<file path="config.mk">
export PLATFORM = sky130hd
export DESIGN_NAME = dff_timing_monitor
export DESIGN_NICKNAME = d
export VERILOG_FILES = /design/src/rtl/dff_timing_monitor.sv
export SDC_FILE = /design/constraint.sdc
export NUM_CORES = 1
export LEC_CHECK = 0
export CORE_MARGIN = 2
export CORE_UTILIZATION = 30
export CTS_CLUSTER_DIAMETER = 50
export DETAILED_ROUTE_END_ITERATION = 12
export GPL_TIMING_DRIVEN = 0
export PLACE_DENSITY = 0.54
export SLEW_MARGIN = 20
export SYNTH_ARGS = -nofsm -noshare
export SYNTH_HDL_FRONTEND = slang
export SYNTH_SLANG_ARGS = --single-unit
</file>
<file path="constraint.sdc">
create_clock -name clock -period 1.9 [get_ports clock]
set_input_delay 0.38 -clock clock [delete_from_list [all_inputs] [get_ports clock]]
set_output_delay 0.38 -clock clock [all_outputs]
set_load 0.005 [all_outputs]
</file>
<file path="src/rtl/dff_timing_monitor.sv">
// dff_timing_monitor: watches the pins of a flip-flop (clock, data, preset,
// clear), all sampled on the monitor clock, and flags setup, hold, clock
// period, preset/clear pulse width and preset/clear recovery violations.
// Optional feature macro: DFF_TMON_COUNT_EN adds a 16-bit saturating count
// of violation cycles.
module dff_timing_monitor #(
  parameter int CNT_W = 8,
  parameter int T_SU  = 10,
  parameter int T_HD  = 1,
  parameter int T_PW  = 25,
  parameter int T_WPC = 10,
  parameter int T_REC = 5
) (
  input  logic       clock,
  input  logic       reset,
  input  logic       ff_clock,
  input  logic       ff_data,
  input  logic       ff_preset,
  input  logic       ff_clear,
  input  logic       clr_sticky,
  output logic       notifier,
  output logic [4:0] viol,
`ifdef DFF_TMON_COUNT_EN
  output logic [15:0] count,
`endif
  output logic [4:0] sticky
);

  localparam logic [CNT_W-1:0] CNT_MAX = '1;
  localparam logic [CNT_W-1:0] LIM_SU  = CNT_W'(T_SU);
  localparam logic [CNT_W-1:0] LIM_HD  = CNT_W'(T_HD);
  localparam logic [CNT_W-1:0] LIM_PW  = CNT_W'(T_PW);
  localparam logic [CNT_W-1:0] LIM_WPC = CNT_W'(T_WPC);
  localparam logic [CNT_W-1:0] LIM_REC = CNT_W'(T_REC);

  logic prev_clk, prev_data, prev_pre, prev_clr;
  logic armed;
  logic seen_rise;

  logic [CNT_W-1:0] since_data, since_clk;
  logic [CNT_W-1:0] since_prerise, since_clrrise;
  logic [CNT_W-1:0] since_prefall, since_clrfall;

  logic clk_rise, data_chg, pre_rise, pre_fall, clr_rise, clr_fall;
  logic enable;
  logic setup_hit, hold_hit, period_hit, width_hit, rec_hit;
  logic [4:0] viol_d;

  // Counter step: zero on its event, otherwise count up and stick at max.
  function automatic logic [CNT_W-1:0] bump(input logic ev,
                                            input logic [CNT_W-1:0] v);
    if (ev)
      return '0;
    else if (v == CNT_MAX)
      return v;
    else
      return v + CNT_W'(1);
  endfunction

  // Edge detection against last cycle's samples; disabled until armed so the
  // first sample after reset never looks like an edge.
  always_comb begin
    clk_rise = armed & ff_clock & ~prev_clk;
    data_chg = armed & (ff_data ^ prev_data);
    pre_rise = armed & ff_preset & ~prev_pre;
    pre_fall = armed & ~ff_preset & prev_pre;
    clr_rise = armed & ff_clear & ~prev_clr;
    clr_fall = armed & ~ff_clear & prev_clr;
  end

  // Timing checks against the counter values from before this cycle's update.
  always_comb begin
    enable     = ff_preset & ff_clear;
    setup_hit  = clk_rise & enable & (data_chg | (since_data < LIM_SU));
    hold_hit   = data_chg & enable & ~clk_rise & (since_clk < LIM_HD);
    period_hit = clk_rise & seen_rise & (since_clk < LIM_PW);
    width_hit  = (pre_rise & (since_prefall < LIM_WPC)) |
                 (clr_rise & (since_clrfall < LIM_WPC));
    rec_hit    = clk_rise & ((since_prerise < LIM_REC) |
                             (since_clrrise < LIM_REC));
    viol_d     = {rec_hit, width_hit, period_hit, hold_hit, setup_hit};
  end

  // Previous-sample registers follow the inputs every cycle, reset included.
  always_ff @(posedge clock) begin
    prev_clk  <= ff_clock;
    prev_data <= ff_data;
    prev_pre  <= ff_preset;
    prev_clr  <= ff_clear;
  end

  // Interval counters and arming; reset saturates counters so stale history
  // can never trigger a check.
  always_ff @(posedge clock) begin
    if (reset) begin
      armed         <= 1'b0;
      seen_rise     <= 1'b0;
      since_data    <= CNT_MAX;
      since_clk     <= CNT_MAX;
      since_prerise <= CNT_MAX;
      since_clrrise <= CNT_MAX;
      since_prefall <= CNT_MAX;
      since_clrfall <= CNT_MAX;
    end else begin
      armed         <= 1'b1;
      seen_rise     <= seen_rise | clk_rise;
      since_data    <= bump(data_chg, since_data);
      since_clk     <= bump(clk_rise, since_clk);
      since_prerise <= bump(pre_rise, since_prerise);
      since_clrrise <= bump(clr_rise, since_clrrise);
      since_prefall <= bump(pre_fall, since_prefall);
      since_clrfall <= bump(clr_fall, since_clrfall);
    end
  end

  // Registered violation pulses, notifier toggle and sticky flags; a new
  // violation beats a simultaneous sticky clear.
  always_ff @(posedge clock) begin
    if (reset) begin
      viol     <= '0;
      notifier <= 1'b0;
      sticky   <= '0;
    end else begin
      viol     <= viol_d;
      notifier <= notifier ^ (|viol_d);
      sticky   <= (clr_sticky ? 5'b00000 : sticky) | viol_d;
    end
  end

`ifdef DFF_TMON_COUNT_EN
  // Saturating count of cycles with any violation.
  always_ff @(posedge clock) begin
    if (reset)
      count <= '0;
    else if (clr_sticky)
      count <= {15'd0, |viol_d};
    else if ((|viol_d) && (count != 16'hFFFF))
      count <= count + 16'd1;
  end
`endif

endmodule

</file>
==> results of run 1 <==
[final cells by class]
type                    count  area, sq um
flip-flops and latches     65         1310
repair buffers             17          170
fillers                  1045         6100
clock buffers              14          173
well taps                 133          166
inverters                  11         41.3
multi-input cells         251         1670
clock inverters             2         35.0
plain buffers              11         60.1
[stage by stage]
step / instance area [sq um] / instances / setup slack [ns] / hold WS (ns) / power (mW)
4_1_cts: 3560 / 504 / 0.0188 / 0.298 / 5.59
5_1_grt: 3630 / 504 / -0.00160 / 0.229 / 6.11
3_3_place_gp: 3340 / 488 / -0.672 / 0.460 / 4.29
6_report: 3630 / 504 / 0.0697 / 0.237 / 5.59
2_1_floorplan: 3000 / 338 / 0.215 / 0.408 / 3.94
3_5_place_dp: 3340 / 488 / -0.672 / 0.466 / 4.34
[state kept, by name (all words and copies together), names as in the netlist]
signal / flops
prev_clr: 1
since_data: 8
prev_data: 1
since_prefall: 8
viol: 5
sticky: 5
since_prerise: 8
prev_pre: 1
since_clrfall: 8
armed: 1
notifier: 1
since_clk: 8
prev_clk: 1
since_clrrise: 8
seen_rise: 1
[placed cells by master (no fill, tap or decap), drive strengths merged, types with 3 or more instances in the layout]
cell type / n
xor2: 10
inv: 11
nand2: 38
buf: 4
nand3b: 3
nor2: 18
and3: 6
a21oi: 7
clkbuf: 21
nor4: 3
mux2: 4
nor3: 14
dfxtp: 65
ha: 9
o21ai: 44
nand2b: 5
nand3: 16
xnor2: 15
mux2i: 5
nand4: 12
a31oi: 5
a21o: 6
clkdlybuf4s50: 14
o31ai: 6
and4: 4
nor2b: 5
[kinds of logic (layout without fill, tap and decap cells)]
kind of cell | after synthesis | count (layout) | synth area share
fa+ha+maj | 9 | 9 | 0.0375
buf+inv | 22 | 55 | 0.0333
mux | 9 | 9 | 0.0317
simple gates | 132 | 132 | 0.239
xor+xnor | 25 | 25 | 0.0729
flops | 65 | 65 | 0.434
compound gates | 76 | 76 | 0.152
[cell usage after synthesis (6+ instances only)]
cell,number
nand2_1,38
clkbuf_1,7
o31ai_1,6
o21ai_1,8
dfxtp_1,65
nand3_1,16
inv_1,11
ha_1,9
xnor2_1,15
a21o_1,6
xor2_1,10
a21oi_1,7
o21ai_0,36
nor3_1,9
nor2_1,18
nand4_1,12
[worst reg2reg max path, cell delays in order (launching register included)]
cell     delay (ns)
dfxtp_4        0.37
or4_4          0.53
nor3_4         0.26
o21ai_4        0.10
nand4_1        0.15
mux2_4         0.31
[final timing paths]
path | cells past startpoint | to | slack [ns] | start
setup / recovery | 5 | notifier | 0.07 | since_prerise[3]
hold / removal | 1 | prev_pre | 0.24 | ff_preset
setup reg to reg | 5 | notifier | 0.07 | since_prerise[3]
hold reg to reg | 2 | sticky[3] | 0.48 | sticky[3]
[metal layers]
layer | vias to the layer above | part of all wire
met5 | - | 0
met2 | 33 | 0.45
met3 | 7 | 0.029
met1 | 1116 | 0.50
met4 | 0 | 0.014
li1 | 1271 | -
[timing repair]
action / 4_1_cts / 5_1_grt
hold buffers: 0 / 0
gates resized for setup: 8 / 17
buffers inserted: 0 / 0
pin swaps: 1 / 4
setup endpoints to repair: 1 / 1
[power groups by stage]
| stage | Sequential (mW) | Clock (mW) | Combinational (mW) |
|---|---|---|---|
| after floorplan | 2.11 | 0 | 1.83 |
| after global placement | 2.21 | 0 | 2.09 |
| after detailed placement | 2.22 | 0 | 2.12 |
| after CTS | 2.20 | 1.25 | 2.14 |
| after global routing | 2.30 | 1.33 | 2.48 |
| final | 2.23 | 1.21 | 2.15 |
==> results.md, run 1 <==
- GPL Wtd Cong: 0.821
- Skew final: 0.0114 ns
- Util after Layout: 0.373
- Initial Utilization: 0.309
- Die area: 10800 sq um
- Synthesized flop and latch total: 65
- Flop pwr share: 0.398
- CTS tree: built
- Layout cell share with drive strength beyond 1: 0.121
- Synthesis warning total: 0
- Unique masters post-synth: 44
- Post-Synthesis Cell Area: 3000 sq um
- Buf/Inv on CP: 0
- Drt wl/cell: 12.2 um
- Comb pwr share: 0.385
- Top FF cell, synth: dfxtp_1
- Max stage delay on crit path: 0.53 ns
- Worst vdd rail ir drop: 578 uV
- DRT Pass-1 Iters: 4
- Post-Route Setup TNS: 0 ns
- IO Count: 18
- Die Span Y: 104 um
- # diodes: 0
- Site Rows: 36
- Wirelength, routed: 6170 um
- Root Buffer: clkbuf_8
- DRC: 0
- Internal power: 3.50 mW
- CP delay by family, top: simple AND/OR/NAND/NOR gates
- Critical Path RT: 2.12 ns
- CP arrival: 2.05 ns
- Outcome: completed
- Register area share after synthesis: 0.434
- DRT iter0 DRCs: 53
- Inserted Clock Buffers: 9
- Critical path type: flop to flop
- Vias per cell: 4.82
- Hold Fails Final Rpt: 0
- Clock share of power: 0.217
- Quantity of I/O buffers inserted on ports: 17
- Slew @ Worst Pin: 0.477 ns
- H-tree level count: 3
- Met3 Use GR: 0.0244
- Clk_lat worst skew: 0.34 ns
- Number of synthesized flops with an enable pin: 0
- Switching Share: 0.375
- Crit-path cells: or4_4 -> nor3_4 -> o21ai_4 -> nand4_1 -> mux2_4
- Met2 Use GR: 0.189
- Fin nets: 382
- Gr busiest metal: met2
- Post-Synthesis Cells: 338
- Post-route ant nets: 0
- Syn-to-layout area delta: 20.9%
- First-pass GRT wire length: 10800 um
- Die X: 104 um
- Via count: 2427
- Clk sink count: 65
- GR Util All Layers: 0.122
- Post-synth top area cell: dfxtp_1
- Max-slew headroom: 0.680
- Met1 Use GR: 0.160
- Leakage power: 1.47 nW
- Fin. max-slew vios: 0
- Fin crit share: 0.963
- Largest net degree at the start of global routing: 11
- DP Wirelength: 4320 um
- Max_cap viols: 0
- Asr flop ratio synth: 0
- Final setup violation count: 0
- Slowest cell on the critical path: or4_4
- Core area: 9730 sq um
- Post-Syn Nets: 354
- P per Cell Area: 1540 nW/um^2
- Top cells by area, synth: dfxtp_1 43%, o21ai_0 6.0%, nand2_1 4.8%
- Switching power: 2.10 mW
- Synth top area share: 0.434
- Antenna violations before repair: 0
- CP Launch Type: flop
- Worst Hold Class: input pin to flop
- CP endpoint kind: flop
- Syn avg cell area: 8.88 sq um
- Aggregate global routing overflow: 0
- Crit-path max FO: 6
- Min Clock Period, post-route: 1.83 ns
- Number of global-route vias before repair: 2323
- CTS Buffer Depth: 2
- CTS clk-pin slew, worst paths: 0.07 ns
- Peak Freq: 0.546 GHz
Power figures use the tool's default switching activity.
==> run 2, diff against run 1 <==
--- a/config.mk
+++ b/config.mk
@@ -7,10 +7,12 @@
 export LEC_CHECK = 0
 export CORE_MARGIN = 2
 export CORE_UTILIZATION = 30
+export CTS_BUF_LIST = sky130_fd_sc_hd__clkbuf_8
 export CTS_CLUSTER_DIAMETER = 50
 export DETAILED_ROUTE_END_ITERATION = 12
 export GPL_TIMING_DRIVEN = 0
 export PLACE_DENSITY = 0.54
+export RECOVER_POWER = 100
 export SLEW_MARGIN = 20
 export SYNTH_ARGS = -nofsm -noshare
 export SYNTH_HDL_FRONTEND = slang
==> results.md, run 2 (same netlist as run 1, synthesis figures left out) <==
- Outcome: completed
- Syn-to-layout area delta: 20.5%
- Vias per cell: 4.79
- IO Count: 18
- Crit-path cells: or4_4 -> nor3_4 -> o21ai_4 -> nand4_1 -> mux2_4
- Antenna violations before repair: 0
- Setup bufs post-CTS: 0
- Leakage power: 1.50 nW
- Via count: 2415
- Clk_lat worst skew: 0.33 ns
- Die Span Y: 104 um
- Skew final: 0.0117 ns
- Peak Freq: 0.547 GHz
- Layout cell share with drive strength beyond 1: 0.113
- # diodes: 0
- H-tree level count: 3
- DRC: 0
- Fin nets: 382
- Max_cap viols: 0
- Post-Place Cell Area: 3340 sq um
- CP delay by family, top: simple AND/OR/NAND/NOR gates
- Hold Fails Final Rpt: 0
- Number of global-route vias before repair: 2323
- Site Rows: 36
- CTS Buffer Depth: 2
- Die area: 10800 sq um
- Fillers: 1046
- DRT Pass-1 Iters: 4
- Post-placement worst setup slack: -0.672 ns
- First-pass GRT wire length: 10800 um
- Post-route cell area: 3620 sq um
- Commonest cells after routing, fill and taps aside: 60 x dfxtp_1, 41 x o21ai_0, 38 x nand2_1
- P per Cell Area: 1540 nW/um^2
- Critical path type: flop to flop
- Total power: 5.56 mW
- Buf/Inv on CP: 0
- Final worst setup slack: 0.0713 ns
- Inserted Clock Buffers: 9
- CTS tree: built
- Aggregate global routing overflow: 0
- Root Buffer: clkbuf_8
- Post-route ant nets: 0
- Fin. max-slew vios: 0
- Worst vdd rail ir drop: 579 uV
- GPL Wtd Cong: 0.821
- Slew @ Worst Pin: 0.465 ns
- Crit-path max FO: 6
- CP endpoint kind: flop
- Commonest non-fill, non-tap cell in the layout: dfxtp_1
- Core area: 9730 sq um
- Post-Route Setup TNS: 0 ns
- Min Clock Period, post-route: 1.83 ns
- Util after Layout: 0.372
- Initial Utilization: 0.309
- # hold bufs at CTS: 0
- Final setup violation count: 0
- Drt wl/cell: 12.2 um
- Largest net degree at the start of global routing: 11
- Fin crit share: 0.962
- Critical Path RT: 2.11 ns
- Clk sink count: 65
- Die X: 104 um
- DP Wirelength: 4320 um
- DRT iter0 DRCs: 53
- GR Util All Layers: 0.122
- Wirelength, routed: 6160 um
- CP Launch Type: flop
- CP arrival: 2.04 ns
- Slowest cell on the critical path: or4_4
- Worst Hold Class: input pin to flop
- Max stage delay on crit path: 0.53 ns
- CTS clk-pin slew, worst paths: 0.07 ns
- Quantity of I/O buffers inserted on ports: 17
- Max-slew headroom: 0.689
-- run 2: repair_timing --
action                                  4_1_cts  5_1_grt
hold endpoints to repair                      0        0
gates cloned                                  0        0
endpoints found under the setup margin        1        1
pin swaps                                     1        4
gates resized for setup                       8       17
-- run 2: path summary, 6_finish.rpt --
kind | depth (start not counted) | slack (ns) | start | endpoint
worst max-delay path | 5 | 0.07 | since_prerise[3] | notifier
worst min-delay path | 1 | 0.31 | ff_data | prev_data
worst max register to register | 5 | 0.07 | since_prerise[3] | notifier
worst min register to register | 2 | 0.47 | sticky[3] | sticky[3]
-- run 2: per-stage QoR --
step                hold slack [ns]  cells
global placement              0.460    488
finish                        0.315    504
floorplan                     0.408    338
global route                  0.300    504
detailed placement            0.466    488
CTS                           0.298    504
-- run 2: layer usage --
metal / vias up / track usage / routed length [um]
met2: 36 / 0.189 / 2820
met5: - / 0 / 0
met1: 1107 / 0.160 / 3110
met4: 0 / 0.0627 / 57
met3: 6 / 0.0244 / 177
li1: 1266 / - / -
-- run 2: final cells by class --
| cell class | instances | area, sq um | share of cell area |
|---|---|---|---|
| repair buffers | 17 | 168 | 0.0464 |
| clock buffers | 12 | 165 | 0.0457 |
| multi-input cells | 251 | 1670 | 0.460 |
| clock inverters | 4 | 42.5 | 0.0118 |
| plain buffers | 11 | 58.8 | 0.0163 |
| flip-flops and latches | 65 | 1310 | 0.362 |
| well taps | 133 | 166 | 0.0460 |
| inverters | 11 | 41.3 | 0.0114 |
-- run 2: report_power, final --
| part | switching, mW | internal (mW) |
|---|---|---|
| registers | 0.457 | 1.77 |
| logic | 1.13 | 1.00 |
| clock network | 0.500 | 0.702 |
| total | 2.08 | 3.47 |
-- run 2: worst register-to-register path, cell delays in order, from the launching register on --
cell and delay (ns):
dfxtp_4 0.37, or4_4 0.53, nor3_4 0.26, o21ai_4 0.10, nand4_1 0.15, mux2_4 0.31
